===== src/rtl/shift_unit.sv =====
// Registered one-bit logical shift unit: shifts operand A or B left or right by one position.
// Latency: one cycle from input sample at posedge clk to registered outputs; one op per cycle.
// Backpressure: none; no handshake, and results are always accepted downstream.
//
// Ports:
//   clk          rising-edge clock
//   reset        synchronous active-low reset; outputs cleared, has priority over everything
//   A, B         width-bit operands
//   ALU_FUN      op select: 00 A>>1, 01 A<<1, 10 B>>1, 11 B<<1
//   shift_enable 1 = perform the selected shift this cycle; 0 = clear outputs
//   shift_out    registered shift result
//   shift_flag   registered valid flag for shift_out
module shift_unit #(
  parameter int width = 16
) (
  input  logic             clk,
  input  logic             reset,
  input  logic [width-1:0] A,
  input  logic [width-1:0] B,
  input  logic [1:0]       ALU_FUN,
  input  logic             shift_enable,
  output logic [width-1:0] shift_out,
  output logic             shift_flag
);

  logic [width-1:0] shift_out_d, shift_out_q;
  logic             shift_flag_d, shift_flag_q;

  // Next-state result. The default arm also catches an unknown ALU_FUN,
  // which then yields a cleared, invalid result rather than a guess.
  always_comb begin
    shift_out_d  = '0;
    shift_flag_d = 1'b0;
    if (shift_enable) begin
      case (ALU_FUN)
        2'b00: begin
          shift_out_d  = {1'b0, A[width-1:1]};
          shift_flag_d = 1'b1;
        end
        2'b01: begin
          shift_out_d  = {A[width-2:0], 1'b0};
          shift_flag_d = 1'b1;
        end
        2'b10: begin
          shift_out_d  = {1'b0, B[width-1:1]};
          shift_flag_d = 1'b1;
        end
        2'b11: begin
          shift_out_d  = {B[width-2:0], 1'b0};
          shift_flag_d = 1'b1;
        end
        default: begin
          shift_out_d  = '0;
          shift_flag_d = 1'b0;
        end
      endcase
    end
  end

  // Outputs are cleared (not held) whenever the unit is idle, so the
  // only state is this output register.
  always_ff @(posedge clk) begin
    if (!reset) begin
      shift_out_q  <= '0;
      shift_flag_q <= 1'b0;
    end else begin
      shift_out_q  <= shift_out_d;
      shift_flag_q <= shift_flag_d;
    end
  end

  assign shift_out  = shift_out_q;
  assign shift_flag = shift_flag_q;

endmodule


===== config.mk =====
export PLATFORM = sky130hd
export DESIGN_NAME = shift_unit
export DESIGN_NICKNAME = d
export VERILOG_FILES = /design/src/rtl/shift_unit.sv
export SDC_FILE = /design/constraint.sdc
export NUM_CORES = 1
export LEC_CHECK = 0
export ABC_CLOCK_PERIOD_IN_PS = 1000
export CAP_MARGIN = 20
export CORE_MARGIN = 2
export CORE_UTILIZATION = 31
export DETAILED_ROUTE_END_ITERATION = 8
export PLACE_DENSITY = 0.87
export SYNTH_ARGS = -nofsm -noshare
export SYNTH_HDL_FRONTEND = slang
export SYNTH_SLANG_ARGS = --single-unit

===== constraint.sdc =====
create_clock -name clk -period 1 [get_ports clk]
set_input_delay 0.2 -clock clk [delete_from_list [all_inputs] [get_ports clk]]
set_output_delay 0.2 -clock clk [all_outputs]
set_load 0.005 [all_outputs]

==> qor.yml, run 1 <==
power:
  combPwrFrac: 0.248
  clock_power_share: 0.245
  fin_total_pwr_mw: 1.428
  p_per_area_mw_per_mm2: 1146
  power.switching_mw: 0.3240
  p_leak_nw: 0.5647
  irDropWorstVdd_v: 0.0006224
  p_int_mw: 1.104
  switching_share: 0.2269
  p_seq_frac: 0.507
place:
  port_buffers: 53
  dp_slack_ns: -0.4271
  dpl_cell_area_mm2: 0.001231
  placed_cells: 135
  gp_congestion: 0.6531
drt:
  ant_nets: 0
  drt-pass1-iter-count: 3
  wirelength_um: 1865
  route.detailed.drc: 0
  drt_iter0_markers: 7
  vias_per_cell: 4.793
  wire_per_inst_um: 13.32
  route.vias.total: 671
die:
  die_area_mm2: 0.002560
  die_y_um: 50.60
  pin_count: 54
  die-width_um: 50.60
  core_area_mm2: 0.002002
  core.rowCount: 16
  start_util: 0.3363
timing:
  report.final.slew_viol_count: 0
  hold_violations: 0
  period_needed_ns: 0.9148
  max_freq_mhz: 1093
  holdWs_ns: 0.2650
  layout_setup_ws_ns: 0.08524
  finalCritPeriodShare: 0.9148
  grt_setup_unrepaired: "false"
  relSlewSlack: 0.8576
  setup_viol: 0
  worstMarginPinSlew_ns: 0.2076
critical_path:
  critical_path.cell_chain: "buf_2"
  worstSetupPathType: "flop to output port"
  cp.arrival_ns: 0.71
  crit_path_start_kind: "flop"
  cpMaxStageDelayCell: "dfxtp_2"
  cp_max_fo: 1
  crit_required_ns: 0.80
  cp_num_buf_inv: 1
  critPathLaunch: "shift_out[10]"
  cp_top_family: "flip-flops"
  crit_path_max_incr_delay_ns: 0.32
  crit_path_end_kind: "output port"
clock_tree:
  cts_buffer_depth: 2
  clock_sinks: 17
  root_buffer: "clkbuf_4"
  cts_made_buffers: 3
  cts_hold_buf: 0
  clk_pin_slew_ns: 0.09
  cts_tree: "done"
  cts_max_level: 1
  post_cts_buffers: 0
grt:
  grt_max_degree: 16
  grt_pass1_wl_um: 2884
  antenna_found_initial: 0
  first_global_vias: 682
  overflow: 0
  grt_use_total: 0.1528
yosys:
  synth-seq-cells: 17
  yosys_warnings: 0
  yosysUniqueCellTypes: 10
  syn-cell-area_um2: 673.1
  ys_seq_area_frac: 0.5056
  yosys.area.top_type: "dfxtp_1"
  netlist_instances: 56
  syn_avg_cell_area_um2: 12.02
  synth_top_area_frac: 0.5056
  ys_top_cells_by_area: "dfxtp_1 51%, mux2i_1 24%, o22ai_1 13%, buf_12 3.0%, nand3b_4 3.0%"
  synth_nets: 93
layout:
  antenna_cells: 0
  final_cell_area_mm2: 0.001246
  fillers: 175
  finalNonFillerCells: 140
  nNetsFinal: 151
  synthToLayoutAreaGrowth_pct: 85.13
  multiInputGateArea_um2: 326.6
  seqCellArea_um2: 346.6
  final_cell_mix: "33 x clkdlybuf4s50_1, 14 x o22ai_1, 12 x dfxtp_1, 11 x buf_2, 9 x mux2i_1"
  final_common_cell: "clkdlybuf4s50_1"
  drive_gt1_frac: 0.3451
worst_hold_path:
  worstHoldStart: "shift_enable"
  hold_class: "primary input to flop"
job:
  max-cap-violations: 0
run_status:
  outcome: "complete, no violations"
==> logic make-up after synthesis <==
kind of cell           count (synthesis)  synth area share
AND/OR/NAND/NOR                        5           0.06507
multiplexers                          16            0.2379
buffers and inverters                  4           0.06134
AO/OA/AOI/OAI                         14            0.1301
flip-flops                            17            0.5056
==> worst paths after layout <==
kind	to	cells after the start
min	shift_flag	2
max	shift_out[10]	1
==> layout make-up <==
class | count | share of cell area
multi-input cells | 35 | 0.2620
flip-flops and latches | 17 | 0.2781
clock buffers | 4 | 0.02108
repair buffers | 57 | 0.4116
well taps | 27 | 0.02711
==> stage by stage <==
stage                 util  setup TNS [ns]
floorplan                -               0
global placement    0.6150          -5.732
detailed placement  0.6150          -6.167
CTS                 0.6400        -0.01056
global route        0.6225               0
finish              0.6225               0
==> power groups by stage <==
| stage | Sequential, mW | Clock, mW | Combinational [mW] |
|---|---|---|---|
| finish | 0.723 | 0.350 | 0.354 |
| global route | 0.728 | 0.400 | 0.380 |
| CTS | 0.723 | 0.362 | 0.364 |
| detailed placement | 0.738 | 0 | 0.350 |
| global placement | 0.737 | 0 | 0.343 |
| floorplan | 0.743 | 0 | 0.112 |
==> layer usage <==
| metal | share of wire | vias to the layer above | wire (µm) | GRT usage |
|---|---|---|---|---|
| met5 | 0 | - | 0 | 0 |
| met4 | 0.020 | 0 | 38 | 0.09009 |
| met3 | 0.091 | 4 | 169 | 0.03869 |
| met2 | 0.49 | 37 | 905 | 0.2632 |
| met1 | 0.40 | 303 | 752 | 0.1682 |
| li1 | - | 327 | - | - |
==> sequential cells by signal, indices dropped and copies added (netlist names) <==
register    flops
shift_flag      1
shift_out      16
==> cell usage after synthesis, drive strengths merged <==
library cell and number:
buf 4, mux2i 16, nand3 1, o22ai 14, nand3b 1, and2 1
dfxtp 17, nor2 2
==> timing repair <==
action / in CTS / in global routing
endpoints found under the setup margin: 33 / 18
resized for setup: 65 / 15
cloned: 1 / 0
(Power assumes the default switching activity.)
==> run 2, diff against run 1 <==
--- a/config.mk
+++ b/config.mk
@@ -10,6 +10,7 @@
 export CORE_MARGIN = 2
 export CORE_UTILIZATION = 31
 export DETAILED_ROUTE_END_ITERATION = 8
+export GPL_TIMING_DRIVEN = 1
 export PLACE_DENSITY = 0.87
 export SYNTH_ARGS = -nofsm -noshare
 export SYNTH_HDL_FRONTEND = slang
==> results of run 2 <==
Same layout as run 1: the final DEF is identical, and so are final timing and power.
==> run 3, diff against run 2 <==
--- a/config.mk
+++ b/config.mk
@@ -12,6 +12,7 @@
 export DETAILED_ROUTE_END_ITERATION = 8
 export GPL_TIMING_DRIVEN = 1
 export PLACE_DENSITY = 0.87
+export SKIP_CTS_REPAIR_TIMING = 1
 export SYNTH_ARGS = -nofsm -noshare
 export SYNTH_HDL_FRONTEND = slang
 export SYNTH_SLANG_ARGS = --single-unit
==> run 3 against run 2 <==
Against the previous run:
- die area unchanged
- flip-flop and latch count unchanged
- combinational power up 5%
- final cell count up 0.71%
- routed wire length up 8.4%
- clock-buffer cell count unchanged
- largest power group unchanged
==> qor.yml, run 3 (synthesis gave the netlist of run 1 again) <==
critical_path:
  crit_path_start_kind: "flop"
  cpMaxStageDelayCell: "dfxtp_2"
  cp_max_fo: 1
  worstSetupPathType: "flop to output port"
  cp_top_family: "flip-flops"
  crit_path_max_incr_delay_ns: 0.33
  crit_required_ns: 0.80
  cp.arrival_ns: 0.75
  critical_path.cell_chain: "dlymetal6s2s_1"
  crit_path_end_kind: "output port"
  cp_num_buf_inv: 1
grt:
  overflow: 0
  grt_max_degree: 17
  grt_pass1_wl_um: 2601
  antenna_found_initial: 0
  grt_use_total: 0.1369
  first_global_vias: 639
place:
  gp_congestion: 0.6531
  dp_slack_ns: -0.4271
  port_buffers: 53
timing:
  report.final.slew_viol_count: 0
  setup_viol: 0
  layout_setup_ws_ns: 0.05457
  max_freq_mhz: 1058
  period_needed_ns: 0.9454
  finalCritPeriodShare: 0.9454
  relSlewSlack: 0.8209
  worstMarginPinSlew_ns: 0.2611
  hold_violations: 0
  grt_setup_unrepaired: "false"
drt:
  drt-pass1-iter-count: 2
  wirelength_um: 2022
  ant_nets: 0
  vias_per_cell: 4.773
  route.vias.total: 673
  wire_per_inst_um: 14.34
  drt_iter0_markers: 2
  route.detailed.drc: 0
layout:
  fillers: 152
  final_cell_mix: "32 x clkdlybuf4s50_1, 21 x dlymetal6s2s_1, 14 x mux2i_1, 14 x o22ai_1, 14 x dfxtp_1"
  fin_util: 0.6869
  drive_gt1_frac: 0.1316
  nNetsFinal: 152
  synthToLayoutAreaGrowth_pct: 104.3
  largest_reg_flops: 16
  antenna_cells: 0
  final_common_cell: "clkdlybuf4s50_1"
power:
  p_leak_nw: 0.8449
  irDropWorstVdd_v: 0.0006201
  p_per_area_mw_per_mm2: 1053
  switching_share: 0.2281
  p_int_mw: 1.117
  fin_total_pwr_mw: 1.447
  power.switching_mw: 0.3302
  p_seq_frac: 0.499
  combPwrFrac: 0.257
  clock_power_share: 0.244
clock_tree:
  clock_sinks: 17
  root_buffer: "clkbuf_4"
  cts_tree: "done"
  cts_max_level: 1
  cts_buffer_depth: 2
  clk_pin_slew_ns: 0.09
  cts_made_buffers: 3
worst_hold_path:
  hold_class: "primary input to flop"
run_status:
  outcome: "complete, no violations"
die:
  die-width_um: 50.60
  die_y_um: 50.60
  core_area_mm2: 0.002002
  core.rowCount: 16
  start_util: 0.3363
  die_area_mm2: 0.002560
  pin_count: 54
job:
  max-cap-violations: 0
[run 3: cell count changes in the layout (fill, tap and decap cells not counted), sizes merged]
cell	change
buf	-11
nand3b	+1
dlymetal6s2s	+19
bufbuf	-1
clkdlybuf4s50	-1
clkbuf	-6
[run 3: per-layer routing]
| layer | up-vias | wire length, µm | track usage |
|---|---|---|---|
| met5 | - | 0 | 0 |
| met4 | 0 | 27 | 0.08108 |
| met3 | 2 | 180 | 0.04167 |
| met2 | 35 | 1020 | 0.2303 |
| met1 | 307 | 793 | 0.1506 |
| li1 | 329 | - | - |
[run 3: power groups by stage]
stage,combinational (mW),sequential (mW),clock (mW)
6_report,0.372,0.722,0.354
5_1_grt,0.397,0.726,0.400
4_1_cts,0.351,0.723,0.362
3_5_place_dp,0.350,0.738,0
3_3_place_gp,0.343,0.737,0
2_1_floorplan,0.112,0.743,0
[run 3: final cells by class]
type | count | area [µm²] | share of cell area
tap | 27 | 33.78 | 0.02457
timing repair buffer | 57 | 643.1 | 0.4677
multi-input combinational | 36 | 327.8 | 0.2384
sequential | 17 | 344.1 | 0.2502
clock buffer | 4 | 26.28 | 0.01911
[run 3: through the flow]
stage	cell area (µm²)	cells	hold slack [ns]	TNS [ns]
2_1_floorplan	673.1	56	0.3217	0
3_3_place_gp	1231	135	0.8465	-5.732
3_5_place_dp	1231	135	0.8615	-6.167
4_1_cts	1257	139	0.5662	-6.536
5_1_grt	1375	141	0.3161	0
6_report	1375	141	0.3270	0
[run 3: worst paths after layout]
check	from	to	slack [ns]	depth (start not counted)
worst max-delay path	shift_out[8]	shift_out[8]	0.05	1
worst min-delay path	shift_enable	shift_flag	0.33	2
